--- src/rtl/spi_bus_arbiter.sv ---
// +--------------------------------------------------------------------------+
// | spi_bus_arbiter: shares one SPI bus between fetch and load/store ports.   |
// | Revision: 1.0                                                             |
// +--------------------------------------------------------------------------+
`default_nettype none

module spi_bus_arbiter #(
    parameter int SCLK_HALF = 1,
    parameter int ADDR_W    = 24
) (
    input  logic              clk,
    input  logic              rst,
    input  logic              if_req,
    input  logic [ADDR_W-1:0] if_addr,
    output logic [31:0]       if_rdata,
    output logic              if_done,
    input  logic              ls_req,
    input  logic              ls_we,
    input  logic              ls_sel,
    input  logic [1:0]        ls_size,
    input  logic [ADDR_W-1:0] ls_addr,
    input  logic [31:0]       ls_wdata,
    output logic [31:0]       ls_rdata,
    output logic              ls_done,
    output logic              spi_sclk,
    output logic              spi_mosi,
    input  logic              spi_miso,
    output logic              spi_cs1_n,
    output logic              spi_cs2_n,
    output logic              busy
);

    localparam int HDR_BITS = 8 + ADDR_W;
    localparam int FRAME_W  = HDR_BITS + 32;
    localparam int CNT_W    = $clog2(FRAME_W + 1);
    localparam int DIV_W    = (SCLK_HALF > 1) ? $clog2(SCLK_HALF) : 1;

    localparam logic [1:0] S_IDLE   = 2'd0;
    localparam logic [1:0] S_SELECT = 2'd1;
    localparam logic [1:0] S_SHIFT  = 2'd2;
    localparam logic [1:0] S_DONE   = 2'd3;

    logic [1:0]         state_q, state_d;
    logic               gnt_ls_q, gnt_ls_d;
    logic               last_ls_q, last_ls_d;
    logic               sel_q, sel_d;
    logic               we_q, we_d;
    logic [1:0]         nb_q, nb_d;
    logic [FRAME_W-1:0] tx_q, tx_d;
    logic [31:0]        rx_q, rx_d;
    logic [CNT_W-1:0]   cnt_q, cnt_d;
    logic [DIV_W-1:0]   div_q, div_d;
    logic               phase_q, phase_d;
    logic [31:0]        if_rdata_q, if_rdata_d;
    logic [31:0]        ls_rdata_q, ls_rdata_d;
    logic               sclk_q, sclk_d;
    logic               mosi_q, mosi_d;
    logic               cs1_n_q, cs1_n_d;
    logic               cs2_n_q, cs2_n_d;

    logic               w_pick_ls;
    logic [7:0]         w_cmd;
    logic [ADDR_W-1:0]  w_addr;
    logic [31:0]        w_data;
    logic               w_div_end;
    logic               w_active_d;

    // Received bytes arrive byte0-first; nb: 0=1 byte, 1=2 bytes, 2=4 bytes.
    function automatic logic [31:0] bswap(input logic [31:0] r, input logic [1:0] nb);
        case (nb)
            2'd0:    bswap = {24'd0, r[7:0]};
            2'd1:    bswap = {16'd0, r[7:0], r[15:8]};
            default: bswap = {r[7:0], r[15:8], r[23:16], r[31:24]};
        endcase
    endfunction

    function automatic logic [CNT_W-1:0] frame_bits(input logic [1:0] nb);
        case (nb)
            2'd0:    frame_bits = CNT_W'(HDR_BITS + 8);
            2'd1:    frame_bits = CNT_W'(HDR_BITS + 16);
            default: frame_bits = CNT_W'(HDR_BITS + 32);
        endcase
    endfunction

    assign w_div_end = (div_q == DIV_W'(SCLK_HALF - 1));

    always_comb begin
        state_d    = state_q;
        gnt_ls_d   = gnt_ls_q;
        last_ls_d  = last_ls_q;
        sel_d      = sel_q;
        we_d       = we_q;
        nb_d       = nb_q;
        tx_d       = tx_q;
        rx_d       = rx_q;
        cnt_d      = cnt_q;
        div_d      = div_q;
        phase_d    = phase_q;
        if_rdata_d = if_rdata_q;
        ls_rdata_d = ls_rdata_q;
        w_pick_ls  = 1'b0;
        w_cmd      = 8'h03;
        w_addr     = if_addr;
        w_data     = 32'd0;

        case (state_q)
            S_IDLE: begin
                if (if_req || ls_req) begin
                    // Tie goes to whoever was not granted last.
                    w_pick_ls = ls_req && (!if_req || !last_ls_q);
                    gnt_ls_d  = w_pick_ls;
                    last_ls_d = w_pick_ls;
                    sel_d     = w_pick_ls && ls_sel;
                    we_d      = w_pick_ls && ls_we;
                    nb_d      = !w_pick_ls ? 2'd2 : (ls_size[1] ? 2'd2 : (ls_size[0] ? 2'd1 : 2'd0));
                    w_cmd     = we_d ? 8'h02 : 8'h03;
                    w_addr    = w_pick_ls ? ls_addr : if_addr;
                    w_data    = we_d ? {ls_wdata[7:0], ls_wdata[15:8], ls_wdata[23:16], ls_wdata[31:24]} : 32'd0;
                    tx_d      = {w_cmd, w_addr, w_data};
                    cnt_d     = frame_bits(nb_d);
                    div_d     = '0;
                    phase_d   = 1'b0;
                    state_d   = S_SELECT;
                end
            end
            S_SELECT: begin
                if (w_div_end) begin
                    div_d   = '0;
                    phase_d = 1'b0;
                    rx_d    = {rx_q[30:0], spi_miso};
                    state_d = S_SHIFT;
                end else begin
                    div_d = div_q + 1'b1;
                end
            end
            S_SHIFT: begin
                if (w_div_end) begin
                    div_d = '0;
                    if (!phase_q) begin
                        phase_d = 1'b1;
                        tx_d    = {tx_q[FRAME_W-2:0], 1'b0};
                        cnt_d   = cnt_q - 1'b1;
                    end else if (cnt_q == '0) begin
                        state_d = S_DONE;
                        if (!gnt_ls_q) begin
                            if_rdata_d = bswap(rx_q, 2'd2);
                        end else if (!we_q) begin
                            ls_rdata_d = bswap(rx_q, nb_q);
                        end
                    end else begin
                        phase_d = 1'b0;
                        rx_d    = {rx_q[30:0], spi_miso};
                    end
                end else begin
                    div_d = div_q + 1'b1;
                end
            end
            default: begin
                state_d = S_IDLE;
            end
        endcase

        // Pad outputs are registered from next-state so they never glitch.
        w_active_d = (state_d == S_SELECT) || (state_d == S_SHIFT);
        sclk_d     = (state_d == S_SHIFT) && !phase_d;
        mosi_d     = w_active_d && tx_d[FRAME_W-1];
        cs1_n_d    = !(w_active_d && !sel_d);
        cs2_n_d    = !(w_active_d && sel_d);
    end

    always_ff @(posedge clk or posedge rst) begin
        if (rst) begin
            state_q    <= S_IDLE;
            gnt_ls_q   <= 1'b0;
            last_ls_q  <= 1'b0;
            sel_q      <= 1'b0;
            we_q       <= 1'b0;
            nb_q       <= 2'd0;
            tx_q       <= '0;
            rx_q       <= '0;
            cnt_q      <= '0;
            div_q      <= '0;
            phase_q    <= 1'b0;
            if_rdata_q <= '0;
            ls_rdata_q <= '0;
            sclk_q     <= 1'b0;
            mosi_q     <= 1'b0;
            cs1_n_q    <= 1'b1;
            cs2_n_q    <= 1'b1;
        end else begin
            state_q    <= state_d;
            gnt_ls_q   <= gnt_ls_d;
            last_ls_q  <= last_ls_d;
            sel_q      <= sel_d;
            we_q       <= we_d;
            nb_q       <= nb_d;
            tx_q       <= tx_d;
            rx_q       <= rx_d;
            cnt_q      <= cnt_d;
            div_q      <= div_d;
            phase_q    <= phase_d;
            if_rdata_q <= if_rdata_d;
            ls_rdata_q <= ls_rdata_d;
            sclk_q     <= sclk_d;
            mosi_q     <= mosi_d;
            cs1_n_q    <= cs1_n_d;
            cs2_n_q    <= cs2_n_d;
        end
    end

    assign if_rdata  = if_rdata_q;
    assign ls_rdata  = ls_rdata_q;
    assign if_done   = (state_q == S_DONE) && !gnt_ls_q;
    assign ls_done   = (state_q == S_DONE) && gnt_ls_q;
    assign busy      = (state_q != S_IDLE);
    assign spi_sclk  = sclk_q;
    assign spi_mosi  = mosi_q;
    assign spi_cs1_n = cs1_n_q;
    assign spi_cs2_n = cs2_n_q;

endmodule

`default_nettype wire

--- config.mk ---
export PLATFORM = sky130hd
export DESIGN_NAME = spi_bus_arbiter
export DESIGN_NICKNAME = d
export VERILOG_FILES = /design/src/rtl/spi_bus_arbiter.sv
export SDC_FILE = /design/constraint.sdc
export NUM_CORES = 1
export LEC_CHECK = 0
export CAP_MARGIN = 25
export CORE_ASPECT_RATIO = 0.6
export CORE_MARGIN = 2
export CORE_UTILIZATION = 28
export CTS_BUF_LIST = sky130_fd_sc_hd__clkbuf_4
export DETAILED_ROUTE_END_ITERATION = 12
export PLACE_DENSITY = 0.54
export SETUP_SLACK_MARGIN = 0.2
export SYNTH_ARGS = -nofsm -noshare
export SYNTH_HDL_FRONTEND = slang
export SYNTH_SLANG_ARGS = --single-unit
--- constraint.sdc ---
create_clock -name clk -period 10.8 [get_ports clk]
set_clock_uncertainty 0.05 [all_clocks]
set_input_delay 2.16 -clock clk [delete_from_list [all_inputs] [get_ports clk]]
set_output_delay 2.16 -clock clk [all_outputs]
set_load 0.01 [all_outputs]
==> summary.md, run 1 <==
| Metric | Value |
|---|---|
| DRC viols | 0 |
| Worst relative slew slack | 41.9% |
| TNS Setup | 0 ns |
| Ports | 160 |
| Root buffer cell | clkbuf_4 |
| Status | complete, no violations |
| Cell Area, Placed | around 9600 µm² |
| Power Total | 0.00221 W |
| Top sig layer | met4 |
| Largest net degree at the start of global routing | 114 |
| Filler cell count in the final layout | between 2,000 and 3,000 |
| Slowest library cell on the worst path | dfrtp_1 |
| Routed length on met2 | around 8000 µm |
| H-tree depth | 4 |
| 1st-pass router iterations | 4 |
| Hold buffers post-CTS | 0 |
| Worst Setup End Kind | output pin |
| DR WL/cell | about 17 µm |
| Hpwl dp | approximately 14,000 µm |
| Starting density of the core | 28.8% |
| Prevailing post-synth register cell | dfrtp_1 |
| Worst R2R Start | cnt_q[0]$_DFFE_PP0P_ |
| Max-slew violations | 0 |
| Post_cts resized | 0 |
| Die H | ~130 µm |
| Wire length on met3 | roughly 980 µm |
| Clock buffer depth | 2 |
| Asr flop ratio synth | between 90% and 100% |
| Final setup margin | approximately 6.5 ns |
| # port buffers | approximately 160 |
| Worst endpoint required time | 8.59 ns |
| Vias | between 5,000 and 6,000 |
| Worst-path fanout max | 12 |
| Worst setup path startpoint | state_q[1]$_DFF_PP0_ |
| Gp weighted congestion | 0.803 |
| Cells on worst reg2reg path | 7 |
| Leakage | 4.40 nW |
| Layout cell share with drive strength beyond 1 | between 10% and 20% |
| Dpl ws | ~6.5 ns |
| Distinct cells, synth | 50 |
| Final non-filler cell area | between 9000 and 10,000 µm² |
| Setup crit start kind | flip-flop |
| Min Clock Period, post-route | approximately 4.3 ns |
| R2r setup slk | between 8 and 9 ns |
| Fin cells | between 1,000 and 1,500 |
| Crit-path max cell delay | about 0.54 ns |
| Post-synth EDFFs | 0 |
| Cell Chain, Critical Path | nor2_2 -> inv_2 -> clkdlybuf4s50_1 |
| WP data arrival | about 2.0 ns |
| Multi-input gate area | 2940 µm² |
| Global-route wire length before repair | roughly 33,000 µm |
| Worst Path Class, Setup | reg2out |
| GRT Residual Overflow | 0 |
| Cells after Synth | 707 |
| Final Setup Violations | 0 |
| Peak VDD IR | roughly 0.12 mV |
| HP Class | reg2reg |
| Worst-margin pin slew | 0.872 ns |
| Antenna-violating nets left | 0 |
| Post-CTS Repair Setup Buffers | 0 |
| Max Cap Viol | 0 |
| Drt initial violations | 490 |
| Number of synthesized register bits | 179 |
| Total CTS buffers | 17 |
| Initial antenna violation count | 0 |
| Power per cell area | about 220 nW/µm² |
| Core footprint | about 27,000 µm² |
| Synth-to-Final Area Change | 28.2% |
| Metal1 wirelength | 11,200 µm |
| Final hold viol count | 0 |
| Die width | roughly 220 µm |
| Drt via density | 4.73 |
| Synth warn | 0 |
| Vias in the first global route | 5,758 |
| Cell Rows | 46 |
| CTS tree | done |
| Unrepaired setup endpoints after global routing | false |
| GR Util All Layers | between 10% and 20% |
| Clk pin slew, worst setup/hold paths | ~0.15 ns |
| Fmax | 0.235 GHz |
| R2r endpoint | if_rdata[28]$_DFFE_PP0P_ |
| Sequential cell area | 4480 µm² |
| Synth Area per Inst | between 10 and 15 µm² |
| Clock Sinks | between 150 and 200 |
| Synth Cell Area | about 7700 µm² |
| Fin nets | between 900 and 1,000 |
| Crit share post-route | 39.4% |
| Worst-Skew Late Latency | ~0.60 ns |
| Synth Net Count | 798 |
| Inst Count DP | 1,185 |
| Crit path capture | busy |
| DRT Wirelength | ~21,000 µm |
| Register area share after synthesis | about three fifths |
| Die area | about 29,000 µm² |
==> layout make-up <==
type                    count  area share (%)
flip-flops and latches    179            45.4
multi-input cells         470            29.8
inverters                   7           0.342
diodes                      1          0.0254
well taps                 360            4.57
repair buffers            169            17.1
clock buffers              18            1.37
clock inverters            14            1.39
==> critical path, delay by kind of cell, from the launching register on <==
| family | cells | cell delay [ns] |
|---|---|---|
| buffers and inverters | 2 | 0.61 |
| DFF | 1 | 0.54 |
| and+or+nand+nor | 1 | 0.31 |
==> registers in the layout, indices dropped and copies added, names as in the netlist <==
name	flops
spi_mosi	1
phase_q	1
we_q	1
tx_q	64
cnt_q	7
nb_q	2
rx_q	32
spi_sclk	1
spi_cs1_n	1
state_q	2
if_rdata	32
ls_rdata	32
last_ls_q	1
sel_q	1
spi_cs2_n	1
==> per-stage QoR <==
stage                     utilization [%]  hold slack, ns
after floorplan                         -           0.389
after global placement               35.8           0.398
after detailed placement             35.9           0.407
after CTS                            36.9           0.431
after global routing                 36.9           0.465
final                                36.9           0.435
==> how the worst min path moves through the flow <==
stage                                    start                   end  slack (ns)  depth (start not counted)
after floorplan            tx_q[0]$_DFFE_PP0P_   tx_q[1]$_DFFE_PP0P_        0.39                          2
after global placement    tx_q[26]$_DFFE_PP0P_  tx_q[27]$_DFFE_PP0P_        0.40                          2
after detailed placement  tx_q[29]$_DFFE_PP0P_  tx_q[30]$_DFFE_PP0P_        0.41                          2
after CTS                  tx_q[0]$_DFFE_PP0P_   tx_q[1]$_DFFE_PP0P_        0.43                          2
after global routing      tx_q[21]$_DFFE_PP0P_  tx_q[22]$_DFFE_PP0P_        0.46                          2
final                      tx_q[0]$_DFFE_PP0P_   tx_q[1]$_DFFE_PP0P_        0.44                          2
==> cells in the mapped netlist (all sizes together) (2+ instances only) <==
library cell	instances	share of area, %
mux2i	9	1.2
a21oi	46	3.0
o22a	2	0.23
inv	7	0.34
nand2	176	8.6
nor2b	4	0.33
dfrtp	177	58
o21a	2	0.20
a22o	9	1.0
a22oi	31	3.0
clkbuf	27	1.3
dfstp	2	0.68
a2bb2oi	2	0.23
o22ai	2	0.16
nor2	25	1.3
mux2	64	9.4
a221o	25	3.3
ha	2	0.33
o21ai	39	2.5
nand2b	4	0.33
or2	2	0.16
buf	24	2.1
nor3	5	0.47
and3	2	0.16
o31ai	2	0.20
a31oi	3	0.24
==> power breakdown <==
group / internal, W / switching [W] / leakage [nW]
clock network: 0.000138 / 0.000242 / 0.145
registers: 0.000860 / 0.000176 / 2.38
logic: 0.000365 / 0.000431 / 1.87
==> logic make-up after synthesis <==
kind of cell	Yosys count	share of synthesized area (%)
muxes	73	10.5
and+or+nand+nor	226	12.3
DFF	179	58.2
xor gates and xnor gates	1	0.114
AOI/OAI and AO/OA	168	14.7
adders and majority gates	2	0.325
buffers and inverters	58	3.80
==> layout by cell type (no fill, tap or decap), types with 18 or more instances in the layout <==
master           Yosys  final
a22oi_1             31     31
a221o_1             25     25
dfrtp_1            177    177
clkdlybuf4s50_1      0    159
clkbuf_4             0     18
mux2_2              61     61
nor2_1              24     24
o21ai_0             38     38
nand2_1            176    176
a21oi_1             45     45
==> metal layers <==
layer / GRT usage (%) / up-vias
met5: 0 / -
met4: 3.97 / 0
met2: 19.6 / 133
li1: - / 2748
met3: 3.77 / 12
met1: 23.7 / 2874
Power figures use the tool's default switching activity.
==> run 2: changes to the inputs <==
--- a/config.mk
+++ b/config.mk
@@ -11,7 +11,7 @@
 export CORE_UTILIZATION = 28
 export CTS_BUF_LIST = sky130_fd_sc_hd__clkbuf_4
 export DETAILED_ROUTE_END_ITERATION = 12
-export PLACE_DENSITY = 0.54
+export PLACE_DENSITY = 0.56
 export SETUP_SLACK_MARGIN = 0.2
 export SYNTH_ARGS = -nofsm -noshare
 export SYNTH_HDL_FRONTEND = slang
==> constraint.sdc (replaced) <==
create_clock -name clk -period 3.75 [get_ports clk]
set_clock_uncertainty 0.05 [all_clocks]
set_input_delay 0.75 -clock clk [delete_from_list [all_inputs] [get_ports clk]]
set_output_delay 0.75 -clock clk [all_outputs]
set_load 0.01 [all_outputs]
==> run 2 against run 1 <==
Cell count is 0.16% higher; hold slack lost 0.0087 ns; sequential share of layout area down 0.52 points; combinational power rose to 2.8 times the previous value; setup slack worse by 5.7 ns; non-clock buffer count rose by 3; routed wire length down 0.11%; register-to-register slack worse by 7.3 ns; clock power rose to 3.3 times the previous value; critical path depth unchanged; clock-buffer cell count shrank 1.
==> summary.md, run 2 (synthesis results as in run 1) <==
| Metric | Value |
|---|---|
| Post_cts resized | 0 |
| Worst endpoint required time | between 2 and 3 ns |
| Total CTS buffers | 17 |
| Vias | 5,641 |
| Max-slew violations | 0 |
| # diodes | 0 |
| Worst-margin pin slew | between 0.9 and 1 ns |
| Root buffer cell | clkbuf_4 |
| Layout cell share with drive strength beyond 1 | approximately 14% |
| HP Class | in2async |
| Fin nets | 938 |
| Drt initial violations | 263 |
| Power per cell area | roughly 660 nW/µm² |
| Max reg flops | 64 |
| Antenna-violating nets left | 0 |
| Worst-Skew Late Latency | approximately 0.61 ns |
| Top reg by flops | tx_q |
| GR Util All Layers | 14.8% |
| Worst relative slew slack | between 30% and 40% |
| Max Cap Viol | 0 |
| Gp weighted congestion | 0.773 |
| Cell Area, Placed | 9650 µm² |
| TNS Setup | 0 ns |
| Hold buffers post-CTS | 0 |
| Largest net degree at the start of global routing | 70 |
| Min Clock Period, post-route | 2.85 ns |
| Vias in the first global route | about 5,600 |
| Fmax | 0.351 GHz |
| Status | complete, no violations |
| Most frequent cells in the layout | nand2_1, dfrtp_1, clkdlybuf4s50_1 |
| Die area | between 20,000 and 30,000 µm² |
| Worst Setup End Kind | output pin |
| Core footprint | roughly 27,000 µm² |
| Worst Path Class, Setup | reg2out |
| DRT Wirelength | 20,600 µm |
| # port buffers | about 160 |
| WP data arrival | 2.05 ns |
| Setup crit start kind | flip-flop |
| Clk pin slew, worst setup/hold paths | between 0.1 and 0.15 ns |
| DR WL/cell | ~17 µm |
| Global-route wire length before repair | about 33,000 µm |
| Ports | 160 |
| Final Setup Violations | 0 |
| Cell Rows | 46 |
| Peak VDD IR | between 0.4 and 0.5 mV |
| Synth-to-Final Area Change | 29.7% |
| Clock buffer depth | 2 |
| DRC viols | 0 |
| H-tree depth | 4 |
| Die H | about 130 µm |
| 1st-pass router iterations | 4 |
| Post-CTS Repair Setup Buffers | 0 |
| Starting density of the core | between 20 and 30% |
| Worst-path fanout max | 12 |
| Final non-filler cell area | around 10000 µm² |
| Unrepaired setup endpoints after global routing | false |
| Die width | between 200 and 250 µm |
| Initial antenna violation count | 0 |
| CTS tree | done |
| Drt via density | roughly 4.6 |
| Hpwl dp | around 14,000 µm |
| GRT Residual Overflow | 0 |
| Clock Sinks | ~180 |
| Leakage | between 4 and 5 nW |
| Crit share post-route | about 76% |
| Final hold viol count | 0 |
run 2: changes by cell type in the layout (fill, tap and decap cells not counted), moves of 2 or more:
cell | before | now
bufinv_16 | 2 | 4
buf_12 | 1 | 5
clkinv_2 | 5 | 2
inv_6 | 1 | 4
run 2: layer usage:
layer | wire [µm] | global-route usage, %
met5 | 0 | 0
met4 | 175 | 3.78
met3 | 901 | 4.21
met2 | 7860 | 18.6
met1 | 11600 | 23.9
run 2: report_power, final:
part / leakage (nW) / total [W] / internal [W] / switching, W
clock network: 0.171 / 0.00125 / 0.000534 / 0.000713
logic: 1.89 / 0.00224 / 0.00108 / 0.00115
registers: 2.38 / 0.00307 / 0.00248 / 0.000595
run 2: path summary, 6_finish.rpt:
path	from	end	slack (ns)	cells after the start
max in group asynchronous	rst	ls_rdata[25]$_DFFE_PP0P_	2.55	3
worst min register to register	tx_q[10]$_DFFE_PP0P_	tx_q[11]$_DFFE_PP0P_	0.43	2
worst max register to register	cnt_q[0]$_DFFE_PP0P_	rx_q[2]$_DFFE_PP0P_	0.98	7
worst max-delay path	state_q[1]$_DFF_PP0_	busy	0.90	3
min in group clk	tx_q[10]$_DFFE_PP0P_	tx_q[11]$_DFFE_PP0P_	0.43	2
worst min-delay path	rst	spi_sclk$_DFF_PP0_	0.43	2
run 2: area by class of cell:
| class | count | area (µm²) |
|---|---|---|
| multi-input cells | 470 | 2940 |
| clock inverters | 15 | 201 |
| inverters | 7 | 30.0 |
| flip-flops and latches | 179 | 4480 |
| clock buffers | 17 | 128 |
| repair buffers | 172 | 1750 |
| well taps | 360 | 450 |
| fillers | 2718 | 16700 |
run 2: critical path: stages (launching register included):
cell and delay (ns):
dfrtp_1 0.53, nor2_2 0.31, inv_2 0.11, clkdlybuf4s50_1 0.49
run 2: stage by stage:
stage                     setup WS, ns  power, W  instances  util [%]  hold WS (ns)
after global routing             0.709   0.00706       1220      37.4         0.381
after global placement           0.985   0.00535       1188      36.2         0.403
after detailed placement         0.917   0.00537       1188      36.2         0.402
after CTS                        0.830   0.00666       1220      37.4         0.350
final                            0.899   0.00656       1220      37.4         0.426
after floorplan                  0.657   0.00455        707         -         0.389
